===== config.mk =====
export PLATFORM = sky130hd
export DESIGN_NAME = seq_detector_param
export DESIGN_NICKNAME = d
export VERILOG_FILES = /design/src/rtl/seq_detector_param.sv
export SDC_FILE = /design/constraint.sdc
export NUM_CORES = 1
export LEC_CHECK = 0
export ABC_AREA = 1
export BUFFER_PORTS_ARGS = -buffer_cell sky130_fd_sc_hd__buf_2
export CAP_MARGIN = 10
export CORE_MARGIN = 1.5
export CORE_UTILIZATION = 48
export CTS_CLUSTER_DIAMETER = 60
export DETAILED_ROUTE_END_ITERATION = 16
export GPL_TIMING_DRIVEN = 0
export PLACE_DENSITY = 0.84
export SLEW_MARGIN = 20
export SYNTH_ARGS = -nofsm -noshare
export SYNTH_HDL_FRONTEND = slang
export SYNTH_SLANG_ARGS = --single-unit

===== constraint.sdc =====
create_clock -name clock -period 1.5 [get_ports clock]
set_clock_uncertainty 0.1 [all_clocks]
set_input_delay 0.3 -clock clock [delete_from_list [all_inputs] [get_ports clock]]
set_output_delay 0.3 -clock clock [all_outputs]
set_load 0.005 [all_outputs]

===== src/rtl/seq_detector_param.sv =====
// Serial sequence detector with a runtime-loadable N-bit pattern.
// It gives a Mealy and a Moore match flag and a saturating match counter.
module seq_detector_param #(
  parameter int               N             = 4,
  parameter logic [N-1:0]     RESET_PATTERN = 4'b1001,
  parameter bit               OVERLAP       = 1'b1,
  parameter int               CNT_W         = 8,
  localparam int              FW            = $clog2(N+1)
) (
  input  logic             clock,
  input  logic             reset,
  input  logic             en,
  input  logic             j,
  input  logic             pat_load,
  input  logic [N-1:0]     pat_in,
  output logic             w_mealy,
  output logic             w,
  output logic [CNT_W-1:0] match_count,
  output logic [FW-1:0]    fill
);

  localparam logic [FW-1:0] FULL = FW'(N-1);

  logic [N-1:0] pattern;
  logic [N-2:0] hist;
  logic [N-1:0] window;
  logic         match;

  // The candidate window is the history with the current bit appended. Its low
  // N-1 bits are also the next history, so N=2 needs no special case.
  always_comb begin
    window = {hist, j};
    match  = en & ~pat_load & (fill == FULL) & (window == pattern);
  end

  assign w_mealy = match;

  always_ff @(posedge clock or negedge reset) begin
    if (!reset) begin
      pattern     <= RESET_PATTERN;
      hist        <= '0;
      fill        <= '0;
      w           <= 1'b0;
      match_count <= '0;
    end else if (pat_load) begin
      pattern     <= pat_in;
      hist        <= '0;
      fill        <= '0;
      w           <= 1'b0;
      match_count <= '0;
    end else begin
      w <= match;
      if (en) begin
        if (match && !OVERLAP) begin
          hist <= '0;
          fill <= '0;
        end else begin
          hist <= window[N-2:0];
          fill <= (fill == FULL) ? FULL : fill + FW'(1);
        end
        if (match && (match_count != {CNT_W{1'b1}}))
          match_count <= match_count + CNT_W'(1);
      end
    end
  end

endmodule


# Yosys cells after proc, flatten, opt, wreduce, memory -nomap -nowiden
# Index checks and enable logic that the tools add are counted.
[totals] reg_bits=19 latch_bits=0 mem_bits_rw=0 mem_bits_ro=0 input_bits=9 n_memories=0
[op_classes] n_addsub=2 n_mul=0 n_div=0 order_cmp=0 eq_ne=3 n_shift=0 muxes=9 bitwise_logic=4 reduce_logical=4
[ops] op="8-bit 2-to-1 mux" n=3
[ops] op="3-bit 2-to-1 mux" n=5
[ops] op="8-bit by 1-bit adder with 8-bit output (second input constant)" n=1
[ops] op="8-bit inequality test (second input constant)" n=1
[ops] op="4-bit equality test" n=1
[ops] op="2-bit nonzero test" n=2
[ops] op="3-bit by 1-bit adder with 3-bit output (second input constant)" n=1
[ops] op="1-bit AND" n=3
[ops] op="3-bit by 2-bit equality test with 1-bit output (second input constant)" n=1
[ops] op="2-bit AND reduction" n=1
[ops] op="1-bit logical AND" n=1
[ops] op="1-bit 2-to-1 mux" n=1
[ops] op="1-bit NOT" n=1

# Logic depth before layout (Yosys ltp)
# Gate-level depths: netlist (run 1).
[logic_depth] ltp_word=8 depth_mapped=9 depth_no_buf=9

# Worst setup path after synthesis (run 1)
# OpenSTA, ideal clock, no wires.
[synth_timing] kind="reg-to-reg" startpoint="register match_count[0]" endpoint="register match_count[0]" arrival_time_ps=1270 path_slack_ps=12 path_stages_with_launch=8 path_buffers=0 cell_sequence="dfrtp_1 -> ha_1 -> nand3_1 -> inv_1 -> nand2_2 -> nand4_2 -> nand3_1 -> nand2_1"
[synth_between] elab_chain_len=4 elab_cells_between_ends=8 classes_between="add/sub (1); eq/ne (1); mux (3); reduce/logical (3)"
[synth_rtl] item="start: declaration" line_no="18" text="output logic [CNT_W-1:0] match_count,"
[synth_rtl] item="start signal: assignment" line_no="62" text="match_count <= match_count + CNT_W'(1);"
[synth_rtl] item="8-bit by 1-bit adder with 8-bit output / 8-bit inequality test (equally long branches)" line_no="62, 61"
[synth_rtl] item="8-bit 2-to-1 mux / 1-bit logical AND (equally long branches)" line_no="61" text="if (match && (match_count != {CNT_W{1'b1}}))"
[synth_rtl] item="8-bit 2-to-1 mux / 2-bit nonzero test (equally long branches)"
[synth_rtl] item="8-bit 2-to-1 mux / 2-bit AND reduction (equally long branches)"
# Several ways; a longest one is shown, not always the timed one. The select of a mux whose other input is x is not followed.
# A chain may end at the register's enable or synchronous reset.

# Worst setup path in the final report (run 1)
[layout_timing] startpoint="register fill[1]" endpoint="output port w_mealy"
[layout_between] elab_chain_len=3
[layout_rtl] item="start: declaration" line_no="19" text="output logic [FW-1:0] fill"
[layout_rtl] item="start signal: assignment" line_no="59" text="fill <= (fill == FULL) ? FULL : fill + FW'(1);"
[layout_rtl] item="3-bit by 2-bit equality test with 1-bit output" line_no="33" text="match = en & ~pat_load & (fill == FULL) & (window == pattern);"
[layout_rtl] item="1-bit AND (2 in series)" line_no="33"
[layout_rtl] item="end: declaration" line_no="16" text="output logic w_mealy,"
# Every way passes these cells.

==> results.md, run 1 <==
### Setup path
- register-to-register setup slack: -0.05 ns
- sort of element at the start of the critical path: flop
- Critical Path Fanout Max: 2
- data required time at the worst endpoint: 1.10 ns
- classification of the worst setup path: flop to output port
- Worst R2R End: match_count[6]
- startpoint of the lowest-slack register-to-register path: pattern[0]
- Crit. End Element: output port
- arrival time at the worst endpoint: 1.36 ns
- R2R cell count: 8

### Routing
- drc violations: 0
- total vias in the final route: 1074
- antenna-violating nets left: 0
- per-cell routed wire length: 12.3 um
- starting DRC count in detailed routing: 22
- first-pass detailed-route iteration total: 4
- final wirelength: 2.54 mm
- vias per inst: 5.19

### Logic synthesis
- Avg Synthesized Cell Area: 7.66 um^2
- largest family of logic cells by synthesized area: simple AND/OR/NAND/NOR gates
- multiplexer fraction of the synthesized cell area: 0%
- most used flip-flop cell after synthesis: dfrtp_1
- cell area after synthesis: 0.00110 mm^2
- share of the synthesized area in compound gates (AO/OA/AOI/OAI): 6.05%
- simple logic cell fraction of the synthesized area: 35.8%
- number of unique standard cell types used by synthesis: 22
- Synth area leader: dfrtp_1
- xor/xnor cell area share of the yosys netlist: 2.40%
- Async SR Flop Fraction: 100%
- largest cells by area after synthesis: dfrtp_1 (39%), nand2_1 (15%), nand3_1 (7.8%)
- adder-cell share of the synthesized area: 2.28%
- proportion of netlist area held by the largest area contributor: 38.8%
- fraction of the yosys area taken by sequential cells: 43.6%
- number of enable flip-flop cells after synthesis: 0
- total number of yosys warnings: 0
- gate count of the mapped netlist: 143
- cell types with the highest counts after synthesis: nand2_1 (44), inv_1 (22), dfrtp_1 (17), nand3_1 (17), nor2_1 (7)
- Post-Syn Nets: 154
- flip-flop and latch count after synthesis: 19
- most repeated cell in the gate-level netlist after synthesis: nand2_1

### Hold path
- worst hold path endpoint: pattern[2]
- class of the tightest hold or removal check: input port to flop
- beginning of the worst hold path: pat_in[2]
- hold depth: 3

### Clocking
- number of sinks handled by clock tree synthesis: 19
- register clock-pin slew on the reported worst setup and hold paths: 0.11 ns
- CTS tree: built
- cts bufs inserted: 3
- clk_lat worst skew: 0.29 ns
- buffer type at the clock tree root: clkbuf_4
- maximum level of the CTS H-tree: 1
- maximum root-to-sink buffer count: 2

### Die
- Core Footprint: 0.00219 mm^2
- area enclosed by the die boundary: 0.00258 mm^2
- I/O Pins: 22
- Vert. Die Dim: 50.8 um
- initial standard-cell utilization of the core: 50.0%
- Rows: 17
- die span in x: 50.8 um

### Pwr
- power density normalized to cell area: 658 mW/mm^2
- total net switching power: 255 uW
- power share of the sequential group: 57.6%
- worst ir drop on vdd: 0.429 mV
- post-layout power: 948 uW
- power share of the combinational group: 15.1%
- portion of total power attributed to the clock network: 27.4%
- Sw Share: 27.0%
- leakage power: 0.852 nW
- Internal Dissipation: 692 uW

### Finish
- final standard cell area without fillers: 0.00144 mm^2
- total inserted antenna cells: 0
- ratio of cells with drive above 1 in the final layout: 34.6%
- count of nets after finishing: 191
- area delta synth->final: 31.4%

### Global routing
- GR Layer Usage met2: 36.6%
- met1 Track Usage GR: 26.2%
- overall fraction of global-route tracks in use: 21.2%
- sum of overflow across all layers after global routing: 0
- met3 Resource Use GR: 0.893%
- initial antenna violation count: 0
- busiest layer in global routing: met2
- wire length of the first global-routing pass: 4.19 mm
- via count of the first global-routing pass: 1041
- pin count of the biggest net entering global routing: 20

### Place
- DP Wirelength: 1.62 mm
- Post-Place Setup Slack: -0.234 ns
- cell area after placement: 0.00124 mm^2
- final estimated routing congestion in global placement: 0.816
- port bufs: 21

### STA
- Final Cycle Share: 117%
- Setup WS post-layout: -0.261 ns
- transition at the pin with the smallest max-transition slack: 0.424 ns
- minimum clock period after layout: 1.76 ns
- final setup violation count: 9
- Max Fclk: 568 MHz
- Max-slew headroom: 71.8%
- count of final max-slew check failures: 0
- setup repair after global routing missed its margin: true
- endpoints failing hold: 0

### Status
- result of the run: finished, violations left
- failing checks: negative setup slack

### Run
- number of violations of the max-capacitance limit: 0

## registers in the layout, indices dropped and copies added, names as in the netlist
| register | cells |
|---|---|
| w | 1 |
| hist | 3 |
| pattern | 4 |
| match_count | 8 |
| fill | 3 |
## per-layer routing
metal	share of wire [%]	wire [um]
met1	44	1130
met2	51	1290
met3	3.2	81
met4	1.8	45
met5	0	0
## cell families after synthesis
group,count (synthesis)
flip-flops,19
adder cells (fa/ha/maj),2
AND/OR/NAND/NOR,79
AO/OA/AOI/OAI,12
XOR/XNOR,3
buffers and inverters,28
## metrics by stage
step | instances | util, % | hold WS (ns) | setup TNS [ns]
2_1_floorplan | 143 | - | -0.0956 | 0
3_3_place_gp | 192 | 56.4 | 0.156 | -1.29
3_5_place_dp | 192 | 56.4 | 0.166 | -1.71
4_1_cts | 205 | 63.2 | 0.112 | -0.280
5_1_grt | 207 | 65.7 | 0.137 | -1.31
6_report | 207 | 65.7 | 0.113 | -0.430
## worst max path at each step
stage / startpoint / to / slack [ns]
finish: fill[1] / w_mealy / -0.26
global route: fill[1] / w_mealy / -0.33
CTS: pattern[0] / w_mealy / -0.28
detailed placement: match_count[0] / match_count[6] / -0.23
global placement: match_count[0] / match_count[3] / -0.15
floorplan: match_count[0] / match_count[0] / 0.01
## power groups by stage
| stage | registers [mW] | logic [mW] | clock network (mW) |
|---|---|---|---|
| floorplan | 0.555 | 0.0679 | 0 |
| global placement | 0.555 | 0.106 | 0 |
| detailed placement | 0.556 | 0.109 | 0 |
| CTS | 0.545 | 0.138 | 0.264 |
| global route | 0.549 | 0.159 | 0.286 |
| finish | 0.546 | 0.143 | 0.259 |
## area by class of cell
cell class	count	area (um^2)
multi-input cells	96	597
flip-flops and latches	19	478
inverters	25	93.8
plain buffers	3	13.8
fillers	172	751
well taps	28	35.0
clock buffers	4	26.3
repair buffers	32	196
## layout by cell type, fill, tap and decap left out, types with 5 or more instances in the layout
| cell | n |
|---|---|
| nor2_1 | 5 |
| buf_4 | 10 |
| inv_1 | 22 |
| dfrtp_1 | 17 |
| nand3_2 | 10 |
| nand3_1 | 7 |
| buf_2 | 22 |
| nand2_1 | 43 |
| o21ai_0 | 6 |
## timing repair
item,4_1_cts,5_1_grt
buffers inserted,8,2
endpoints found under the setup margin,9,9
hold buffers,1,0
gates resized for setup,11,8
hold endpoints to repair,17,0
pin swaps,5,6
## worst max-delay path, stage by stage (launching register included)
cell and delay [ns]:
dfrtp_1 0.37, ha_2 0.21, nand2_4 0.07, nor2_8 0.10, nand3_4 0.10, nor2_8 0.13, buf_6 0.10
Note: power is estimated with default switching activity, not from simulation.
==> inputs of run 2 (changes only) <==
- CORE_UTILIZATION: 48 -> 53
- PLACE_DENSITY: 0.84 -> 0.87
- clock period: 1.5 -> 1.8 ns (I/O delays scaled with it)
==> results.md, run 2 (same netlist as run 1, synthesis figures left out) <==
### Die
- Core Footprint: 0.00196 mm^2, -10%
- Rows: 16, -1
- Vert. Die Dim: 48.5 um, -4.5%
- initial standard-cell utilization of the core: 55.9%, +5.8 points
- area enclosed by the die boundary: 0.00235 mm^2, -8.9%
- I/O Pins: 22, unchanged
- die span in x: 48.5 um, -4.5%

### Place
- DP Wirelength: 1.69 mm, +4.0%
- port bufs: 21, unchanged
- final estimated routing congestion in global placement: 0.792, -3.0%

### Global routing
- overall fraction of global-route tracks in use: 24.9%, +3.7 points
- wire length of the first global-routing pass: 4.53 mm, +8.2%
- sum of overflow across all layers after global routing: 0, unchanged
- pin count of the biggest net entering global routing: 20, unchanged
- via count of the first global-routing pass: 1026, -1.4%
- initial antenna violation count: 0, unchanged

### Routing
- final wirelength: 2.68 mm, +5.4%
- drc violations: 0, unchanged
- per-cell routed wire length: 13.0 um, +5.9%
- vias per inst: 5.21, +0.39%
- first-pass detailed-route iteration total: 4, unchanged
- starting DRC count in detailed routing: 11, -50%
- total vias in the final route: 1073, -0.093%
- antenna-violating nets left: 0, unchanged

### Clocking
- register clock-pin slew on the reported worst setup and hold paths: 0.11 ns, about the same
- cts bufs inserted: 3, unchanged
- maximum level of the CTS H-tree: 1, unchanged
- CTS tree: built
- buffer type at the clock tree root: clkbuf_4
- number of sinks handled by clock tree synthesis: 19, unchanged
- clk_lat worst skew: 0.30 ns, about the same
- maximum root-to-sink buffer count: 2, unchanged

### STA
- Final Cycle Share: 103%
- endpoints failing hold: 0, unchanged
- final setup violation count: 1, -8
- Max Fclk: 542 MHz
- setup repair after global routing missed its margin: true
- minimum clock period after layout: 1.85 ns
- transition at the pin with the smallest max-transition slack: 0.429 ns, +0.00524 ns
- Setup WS post-layout: -0.0459 ns, +0.215 ns
- Max-slew headroom: 71.4%, -0.35 points
- count of final max-slew check failures: 0, unchanged

### Finish
- max FFs per register: 8, unchanged
- most common cell after layout, fill and taps aside: nand2_1
- register cell area after layout: 478 um^2, unchanged
- area taken by multi-input logic gates: 552 um^2, -7.5%
- Fillers: 171, -0.58%
- ratio of cells with drive above 1 in the final layout: 28.5%, -6.1 points
- commonest non-fill, non-tap cells in the layout: nand2_1 (43), inv_1 (22), buf_2 (22)
- count of nets after finishing: 191, unchanged
- utilization after layout: 71.0%, +5.3 points
- Reg with most FFs: match_count
- total inserted antenna cells: 0, unchanged
- Top Registers: match_count: 8 flops, pattern: 4 flops
- area delta synth->final: 27.2%

### Status
- result of the run: finished, violations left
- failing checks: negative setup slack

### Pwr
- total net switching power: 225 uW, -12%
- power density normalized to cell area: 580 mW/mm^2, -12%
- post-layout power: 808 uW, -15%
- Sw Share: 27.8%, +0.89 points
- power share of the combinational group: 15.3%, +0.2 points
- worst ir drop on vdd: 0.436 mV, +1.7%
- portion of total power attributed to the clock network: 28.1%, +0.7 points
- Internal Dissipation: 583 uW, -16%
- leakage power: 0.836 nW, -1.9%
- power share of the sequential group: 56.6%, -1.0 points

### Setup path
- Worst R2R End: match_count[2]
- arrival time at the worst endpoint: 1.39 ns, +0.03 ns
- number of buffers and inverters on the critical path: 1, unchanged
- cell family with most CP delay: flip-flops
- Critical Path Fanout Max: 2, unchanged
- worst-path cell chain: ha_4 > nand2_4 > nor2_8 > nand3_4 > nor2_8 > buf_6
- register-to-register setup slack: 0.11 ns, +0.16 ns
- max incr delay on CP: 0.42 ns, +0.05 ns
- R2R cell count: 7, -1
- origin of the worst setup path: fill[1]
- classification of the worst setup path: flop to output port
- slowest cell on the critical path: dfrtp_1
- data required time at the worst endpoint: 1.34 ns, +0.24 ns
- sort of element at the start of the critical path: flop
- critical path endpoint: w_mealy
- depth of the critical timing path with buffers and inverters included: 6, unchanged
- startpoint of the lowest-slack register-to-register path: match_count[0]
- most used cell along the critical path: nor2_8
- Crit. End Element: output port

### Run
- number of violations of the max-capacitance limit: 0, unchanged

### Hold path
- beginning of the worst hold path: pat_in[2]
- class of the tightest hold or removal check: input port to flop

run 2: worst reg2reg max path, cell delays in order (launching register included):
cell and delay, ns:
dfrtp_1 0.43, ha_1 0.24, nand3_1 0.17, inv_1 0.07
nand2_2 0.20, nand4_4 0.20, nand3_1 0.12, nand2_1 0.06
run 2: final cells by class:
class                      instances  share of cell area, %
sequential                        19                   34.3
clock buffer                       4                   1.89
multi-input combinational         96                   39.6
tap                               27                   2.42
inverter                          25                   6.73
buffer                             3                  0.987
timing repair buffer              32                   14.1
run 2: what timing repair did:
| action | CTS | global route |
|---|---|---|
| hold buffers | 1 | 0 |
| setup buffers | 6 | 4 |
| gates resized for setup | 6 | 2 |
| hold endpoints to repair | 17 | 0 |
| pin swaps | 4 | 4 |
| setup endpoints to repair | 1 | 9 |
run 2: worst min path at each step:
stage,endpoint,cells past startpoint
global route,pattern[0],3
detailed placement,pattern[2],1
floorplan,fill[0],0
global placement,pattern[2],1
CTS,pattern[2],3
finish,pattern[2],3
run 2: power by group through the flow:
stage                     sequential (mW)  combinational, mW  clock (mW)
after global routing                0.459              0.138       0.247
after detailed placement            0.464             0.0907           0
after CTS                           0.455              0.111       0.224
final                               0.458              0.124       0.227
after global placement              0.463             0.0876           0
after floorplan                     0.462             0.0566           0
run 2: per-stage QoR:
step / setup WS [ns] / hold WS, ns / instance area, um^2 / instances / TNS [ns]
2_1_floorplan: 0.293 / -0.0356 / 1100 / 143 / 0
3_3_place_gp: 0.0997 / 0.218 / 1230 / 191 / 0
3_5_place_dp: 0.0637 / 0.217 / 1230 / 191 / 0
4_1_cts: -0.0537 / 0.163 / 1350 / 202 / -0.0537
5_1_grt: -0.112 / 0.170 / 1390 / 206 / -0.112
6_report: -0.0459 / 0.156 / 1390 / 206 / -0.0459
run 2: routing by layer:
metal	GRT usage [%]	vias up	wire length, um
li1	-	523	-
met1	30.3	511	1070
met2	42.8	32	1430
met3	3.40	7	107
met4	13.8	0	69
met5	0	-	0
